### src/rtl/lq_agen_arb.sv
// lq_agen_arb: round-robin arbiter for two load requesters feeding a two-stage
// pipeline that adds the low 12 address bits and forms the array index.
module lq_agen_arb #(
    parameter int TAG_WIDTH = 4
) (
    input  logic                 nclk,
    input  logic                 rst_b,
    input  logic                 r0_val,
    input  logic                 r1_val,
    output logic                 r0_rdy,
    output logic                 r1_rdy,
    input  logic [0:11]          r0_x,
    input  logic [0:11]          r0_y,
    input  logic [0:11]          r1_x,
    input  logic [0:11]          r1_y,
    input  logic                 r0_dir_ig_57,
    input  logic                 r1_dir_ig_57,
    input  logic [0:TAG_WIDTH-1] r0_tag,
    input  logic [0:TAG_WIDTH-1] r1_tag,
    input  logic                 flush,
    output logic                 out_val,
    input  logic                 out_rdy,
    output logic [0:11]          out_sum,
    output logic [0:5]           out_sum_arr,
    output logic                 out_cout,
    output logic                 out_src,
    output logic [0:TAG_WIDTH-1] out_tag
);
    logic                 s1_val, s1_dir, s1_src, last_grant;
    logic [0:11]          s1_x, s1_y;
    logic [0:TAG_WIDTH-1] s1_tag;
    logic                 s2_val, s2_cout, s2_src;
    logic [0:11]          s2_sum;
    logic [0:5]           s2_arr;
    logic [0:TAG_WIDTH-1] s2_tag;
    logic [0:12]          sum13;
    logic                 g0, g1, s2_adv, s1_acc, x0, x1, xfer;

    // last_grant=1 means requester 1 won last, so requester 0 wins the next tie
    assign g0     = r0_val & (~r1_val | last_grant);
    assign g1     = r1_val & (~r0_val | ~last_grant);
    assign s2_adv = ~s2_val | out_rdy;
    assign s1_acc = (~s1_val | s2_adv) & ~flush;
    assign x0     = g0 & s1_acc;
    assign x1     = g1 & s1_acc;
    assign xfer   = x0 | x1;
    assign r0_rdy = x0 & rst_b;
    assign r1_rdy = x1 & rst_b;
    assign sum13  = {1'b0, s1_x} + {1'b0, s1_y};

    always_ff @(posedge nclk or negedge rst_b) begin
        if (!rst_b) begin
            s1_val     <= 1'b0;
            s2_val     <= 1'b0;
            last_grant <= 1'b1;
            s1_x       <= '0;
            s1_y       <= '0;
            s1_dir     <= 1'b0;
            s1_src     <= 1'b0;
            s1_tag     <= '0;
            s2_sum     <= '0;
            s2_arr     <= '0;
            s2_cout    <= 1'b0;
            s2_src     <= 1'b0;
            s2_tag     <= '0;
        end else if (flush) begin
            s1_val <= 1'b0;
            s2_val <= 1'b0;
        end else begin
            if (s2_adv) begin
                s2_val <= s1_val;
                if (s1_val) begin
                    s2_sum  <= sum13[1:12];
                    s2_arr  <= {sum13[1:5], sum13[6] | s1_dir};
                    s2_cout <= sum13[0];
                    s2_src  <= s1_src;
                    s2_tag  <= s1_tag;
                end
            end
            if (s1_acc) s1_val <= xfer;
            if (xfer) begin
                s1_x       <= x1 ? r1_x : r0_x;
                s1_y       <= x1 ? r1_y : r0_y;
                s1_dir     <= x1 ? r1_dir_ig_57 : r0_dir_ig_57;
                s1_tag     <= x1 ? r1_tag : r0_tag;
                s1_src     <= x1;
                last_grant <= x1;
            end
        end
    end

    assign out_val     = s2_val;
    assign out_sum     = s2_sum;
    assign out_sum_arr = s2_arr;
    assign out_cout    = s2_cout;
    assign out_src     = s2_src;
    assign out_tag     = s2_tag;
endmodule

### config.mk
export PLATFORM = sky130hd
export DESIGN_NAME = lq_agen_arb
export DESIGN_NICKNAME = d
export VERILOG_FILES = /design/src/rtl/lq_agen_arb.sv
export SDC_FILE = /design/constraint.sdc
export NUM_CORES = 1
export LEC_CHECK = 0
export ABC_AREA = 1
export ABC_CLOCK_PERIOD_IN_PS = 5100
export CAP_MARGIN = 20
export CORE_MARGIN = 3
export CORE_UTILIZATION = 47
export CTS_BUF_LIST = sky130_fd_sc_hd__clkbuf_4 sky130_fd_sc_hd__clkbuf_8
export CTS_CLUSTER_SIZE = 30
export DETAILED_ROUTE_END_ITERATION = 8
export PLACE_DENSITY = 0.8
export SYNTH_ARGS = -nofsm -noshare
export SYNTH_HDL_FRONTEND = slang
export SYNTH_SLANG_ARGS = --single-unit
### constraint.sdc
create_clock -name nclk -period 5.1 [get_ports nclk]
set_input_delay 0.765 -clock nclk [delete_from_list [all_inputs] [get_ports nclk]]
set_output_delay 0.765 -clock nclk [all_outputs]
set_load 0.01 [all_outputs]
=== Word-level counts from Yosys, hierarchy flattened ===
Cells that the tools add are included.

* Register bits: 57
* Bits of input ports: 64
* Output and inout port bits: 27
* Word-level logic and storage cells: 45

* Add/subtract/negate cells: 1
* Multiplexer cells: 8
* Bitwise operators: 19
* Reductions and logical operators: 4

{| class="wikitable"
|+ Operator list
! kind !! count
|-
| $mux 12 || 2
|-
| $add 12x12->13 || 1
|-
| $and 1x1->1 || 7
|-
| $not 1->1 || 6
|-
| $or 1x1->1 || 6
|-
| $mux 1 || 5
|-
| $mux 4 || 1
|-
| $reduce_bool 2->1 || 2
|-
| $reduce_and 3->1 || 1
|-
| $reduce_and 2->1 || 1
|}

=== Logic depth before layout (Yosys ltp) ===
* Depth after elaboration: 8
* Gate-level depth with buffers: 11
* Gate-level depth less buffers: 10

=== Worst setup path before layout ===
Ideal clock, no wire load.

* Path kind: input -> output
* Start point: in r1_val
* End point: out r1_rdy
* Data arrival time: 1411 ps
* Data required time: 4335 ps
* Path slack: 2924 ps
* Cell stages on the path: 4
* Buffers on the path: 1
* Cells stage by stage: a21boi_2 > nand2_4 > buf_2 > nor2_1

* Longest elaborated chain between the ends: 3

{| class="wikitable"
|+ Ends and longest elaborated chain
! item !! RTL line !! text
|-
| start, declared || 9 || <nowiki>input logic r1_val,</nowiki>
|-
| $and 1x1->1 || 41 || <nowiki>assign g1 = r1_val & (~r0_val | ~last_grant);</nowiki>
|-
| $and 1x1->1 || 45 || <nowiki>assign x1 = g1 & s1_acc;</nowiki>
|-
| $and 1x1->1 || 48 || <nowiki>assign r1_rdy = x1 & rst_b;</nowiki>
|-
| end, declared || 11 || <nowiki>output logic r1_rdy,</nowiki>
|}

Every way passes these cells.

=== Worst setup path after layout ===
* Start point: in out_rdy
* End point: out r1_rdy

* Longest elaborated chain between the ends: 5

{| class="wikitable"
|+ Ends and longest elaborated chain
! item !! RTL line !! text
|-
| start, declared || 22 || <nowiki>input logic out_rdy,</nowiki>
|-
| $or 1x1->1 || 42 || <nowiki>assign s2_adv = ~s2_val | out_rdy;</nowiki>
|-
| $or 1x1->1 || 43 || <nowiki>assign s1_acc = (~s1_val | s2_adv) & ~flush;</nowiki>
|-
| $and 1x1->1 || 43 ||
|-
| $and 1x1->1 || 45 ||
|-
| $and 1x1->1 || 48 ||
|}

Every way passes these cells.

==> impl.org <==
** Run
- Across the run, the number of max-cap violations was 0.

** STA
- The smallest clock period supported by the final layout is computed as between 3 and 4 ns.
- Final setup violation count :: 0
- Final Skew :: between 0.01 and 0.015 ns
- The max-slew violation count was 0.
- Worst rel slew slack :: 0.584
- In the finished design, the share of the clock period the worst path needs comes to 0.717.
- Setup repair after global routing left no endpoint under its margin.
- For the pin with the worst max-slew slack, the measured transition is 0.624 ns.
- Summed over all failing endpoints, the final setup total negative slack is 0 ns.
- Final hold violation count :: 0
- Derived from the worst setup path, the maximum achievable clock frequency is roughly 270 MHz.

** Final layout
- Net count reported at finish :: between 500 and 600
- Most frequent cells in the layout :: 112 x sky130_fd_sc_hd__nand2_1, 89 x sky130_fd_sc_hd__clkdlybuf4s50_1, 51 x sky130_fd_sc_hd__dfrtp_1
- Relative to the synthesized area, the layout overhead comes to 32.9%.
- Fraction of final layout cells sized beyond drive strength 1 :: 0.0407
- The library cell used most frequently in the layout, excluding fill and tap cells, is sky130_fd_sc_hd__nand2_1.
- # diodes :: 0

** Placement
- Placed wire-length estimate :: between 5000 and 6000 um
- The congestion estimate from routability-driven global placement came to roughly 0.82.
- In this run the tool buffered the top-level ports with 90 buffer cells.

** Yosys
- Post-synthesis cell area :: just under 0.003 mm^2
- Cells taking the most area after synthesis :: sky130_fd_sc_hd__dfrtp_1 43%, sky130_fd_sc_hd__nand2_1 14%, sky130_fd_sc_hd__a21oi_1 6.0%
- Multiplexer area fraction after synthesis :: 0
- The number of nets handed over by synthesis was between 400 and 500.
- Of the total synthesized cell area, the portion taken by full adders, half adders and majority gates is 0.0570.
- Number of register bits inferred by synthesis :: 52
- Largest family of logic cells by synthesized area :: simple AND/OR/NAND/NOR gates
- Library cells used by synthesis :: 26
- Xor/xnor share of the synthesized area :: 0.0147
- Averaged over all synthesized cells, the footprint is approximately 7.6 um^2.
- For this run, the register share of the synthesized area comes to 0.436.
- Yosys warning count :: 0
- Count of mapped cells out of synthesis :: a little under 400
- The share of synthesized area in the top cell type comes to 0.428.
- Cell taking the most area after synthesis :: sky130_fd_sc_hd__dfrtp_1
- The synthesized-area fraction occupied by ao, oa, aoi and oai cells came to 0.180.
- Of the total synthesized cell area, the portion taken by AND, OR, NAND and NOR gates is 0.217.

** Setup path
- Kind of critical path :: in2out
- The largest single stage delay on the critical path is approximately 0.56 ns.
- Data arrives at the worst endpoint at slightly below 3 ns.
- Together, buffers and inverters on the worst path number 3.
- Data required time of the critical path :: approximately 4.3 ns
- Worst-path cell chain :: clkdlybuf4s50_1, nor2_2, nand2_1, nand2_1, inv_2, nand2_4, nor2_1, clkdlybuf4s50_1
- The worst setup path is captured at a primary output.
- Worst setup SP type :: input pin
- The cell family contributing the most delay on the critical path is buffers and inverters.
- Among all stages on the critical path, the largest delay is contributed by sky130_fd_sc_hd__clkdlybuf4s50_1.
- Of all nets on the critical path, the largest fanout is 33.

** Detailed routing
- The detailed router finished its first iteration with 135 violations.
- The first TritonRoute pass finished after 4 iterations.
- Ratio of routed vias to standard cells :: a little over 5
- The final layout contains routed wiring with a total length of around 7400 um.
- After detailed routing, the number of remaining DRC violations is 0.
- The detailed router placed around 2800 vias in this run.
- Average wire per standard cell :: between 10 and 15 um
- The detail route stage leaves a number of antenna-violating nets equal to 0.

** Die
- Number of rows in the core area :: 28
- Die Ht :: approximately 86 um
- Area of the placeable core :: 0.00603 mm^2
- Die area :: 0.00734 mm^2
- The die is roughly 86 um wide.
- Initial core utilization :: 0.495
- Number of primary I/O pins :: 91

** Power and ir drop
- Ratio of total power to cell area :: 402 mW/mm^2
- The completed layout was analyzed and its total power is 1.59 mW.
- IR drop worst, VDD :: 0.196 mV
- The analysis attributes to cell leakage a power of 1.88 nW.

** Clock tree
- Root cell of the clock tree :: sky130_fd_sc_hd__clkbuf_8
- Counting the buffers created by CTS gives 5.
- Clock tree from TritonCTS :: built
- Hold_buf cts :: 0
- Clock slew at the register clock pins of the worst setup and hold paths :: approximately 0.09 ns
- H-tree depth :: 2
- Clock insertion delay at the later pin of the skew report :: approximately 0.31 ns
- Counting every sink on the clock net gives 52.
- Post-CTS repair timing setup buffer count :: 0
- Number of gates resized after CTS :: 0
- In this run the deepest clock path goes through 2 buffers.

** Global routing
- The first global-routing pass estimated ~13000 um of wire.
- The number of antenna violations at the first check in global routing was 0.
- Summed over all layers, the global routing overflow is 0.
- Tot GR Track Use :: 0.212
- Entering global routing, the biggest net connects 53 pins.
- The via count of the first global-routing pass was 2775.

** Worst hold path
- Path category of the worst min-delay check :: reg2reg

** Outcome
- Result of the run :: finished clean
==> worst register-to-register path, cell delays in order (launching register included) <==
cell and delay [ns]:
sky130_fd_sc_hd__dfrtp_1 0.39, sky130_fd_sc_hd__inv_1 0.07, sky130_fd_sc_hd__nor2_2 0.04, sky130_fd_sc_hd__nand2_1 0.08, sky130_fd_sc_hd__nand2_1 0.06, sky130_fd_sc_hd__inv_2 0.41, sky130_fd_sc_hd__nand2_4 0.33, sky130_fd_sc_hd__nand2_4 0.36
sky130_fd_sc_hd__inv_2 0.28, sky130_fd_sc_hd__nand2_1 0.16, sky130_fd_sc_hd__o21ai_1 0.07
==> report_power, final <==
group	total (mW)	switching, mW	leakage, nW	internal, mW
combinational	0.672	0.341	1.18	0.330
sequential	0.594	0.0702	0.634	0.523
clock	0.327	0.134	0.0642	0.193
total	1.59	0.546	1.88	1.05
==> cell families after synthesis <==
logic type / after synthesis
simple gates: 157
compound gates: 106
buf+inv: 58
flops: 52
fa+ha+maj: 13
xor+xnor: 5
==> layer usage <==
metal,vias to the layer above,routed length [um],GRT usage
li1,1421,-,-
met2,101,3650,0.359
met4,0,195,0.0676
met1,1258,3100,0.278
met5,-,0,0
met3,19,480,0.0365
==> cell usage after synthesis <==
library cell                 n
sky130_fd_sc_hd__a21boi_2    1
sky130_fd_sc_hd__a31oi_1     1
sky130_fd_sc_hd__o21ai_1    35
sky130_fd_sc_hd__xnor2_1     1
sky130_fd_sc_hd__buf_2       7
sky130_fd_sc_hd__nand2_2     2
sky130_fd_sc_hd__nor3_1      1
sky130_fd_sc_hd__inv_1      33
sky130_fd_sc_hd__nand3b_1    1
sky130_fd_sc_hd__xor2_1      4
sky130_fd_sc_hd__nor2_2      1
sky130_fd_sc_hd__a21oi_1    36
sky130_fd_sc_hd__nand2_1   112
sky130_fd_sc_hd__ha_1       12
sky130_fd_sc_hd__buf_4      11
sky130_fd_sc_hd__nand3_1    18
sky130_fd_sc_hd__nand2_4     2
sky130_fd_sc_hd__nand4_1     3
sky130_fd_sc_hd__clkbuf_1    3
sky130_fd_sc_hd__nor2_1     17
sky130_fd_sc_hd__inv_2       2
sky130_fd_sc_hd__fa_1        1
sky130_fd_sc_hd__o21ai_0    33
sky130_fd_sc_hd__dfrtp_1    51
sky130_fd_sc_hd__dfstp_2     1
sky130_fd_sc_hd__buf_6       2
==> state kept, by name, summed over array words and instances, names as in the netlist <==
register / flops
out_sum: 12
out_tag: 4
s1_dir: 1
last_grant: 1
s1_x: 12
out_cout: 1
s1_src: 1
s1_tag: 4
out_src: 1
out_val: 1
s1_y: 12
out_sum_arr: 1
s1_val: 1
==> final cells by class <==
type                    count  area [um^2]
clock buffers               5         68.8
clock inverters             2         60.1
fillers                   513         2060
inverters                  35          131
multi-input cells         281         1400
flip-flops and latches     52         1300
well taps                  75         93.8
repair buffers             92          911
==> path summary, 6_finish.rpt <==
| kind | startpoint | to | slack (ns) | cells past startpoint |
|---|---|---|---|---|
| setup / recovery | out_rdy | r1_rdy | 1.44 | 8 |
| hold / removal | last_grant$_DFFE_PN1P_ | last_grant$_DFFE_PN1P_ | 0.49 | 2 |
| setup reg to reg | out_val$_DFFE_PN0P_ | s1_x[6]$_DFFE_PN0P_ | 2.75 | 10 |
| hold reg to reg | last_grant$_DFFE_PN1P_ | last_grant$_DFFE_PN1P_ | 0.49 | 2 |
| max in group asynchronous | rst_b | s1_y[0]$_DFFE_PN0P_ | 4.04 | 2 |
| min in group asynchronous | rst_b | out_sum[10]$_DFFE_PN0P_ | 0.62 | 2 |
==> through the flow <==
step	std cells	hold WS, ns	util	instance area [um^2]	setup slack, ns
finish	542	0.486	0.658	3970	1.44
floorplan	391	0.442	-	2980	2.92
detailed placement	535	0.466	0.637	3840	1.48
global placement	535	0.461	0.637	3840	1.52
global route	542	0.520	0.658	3970	1.29
CTS	542	0.490	0.658	3970	1.46
No activity file was read; power rests on OpenSTA's default activity.
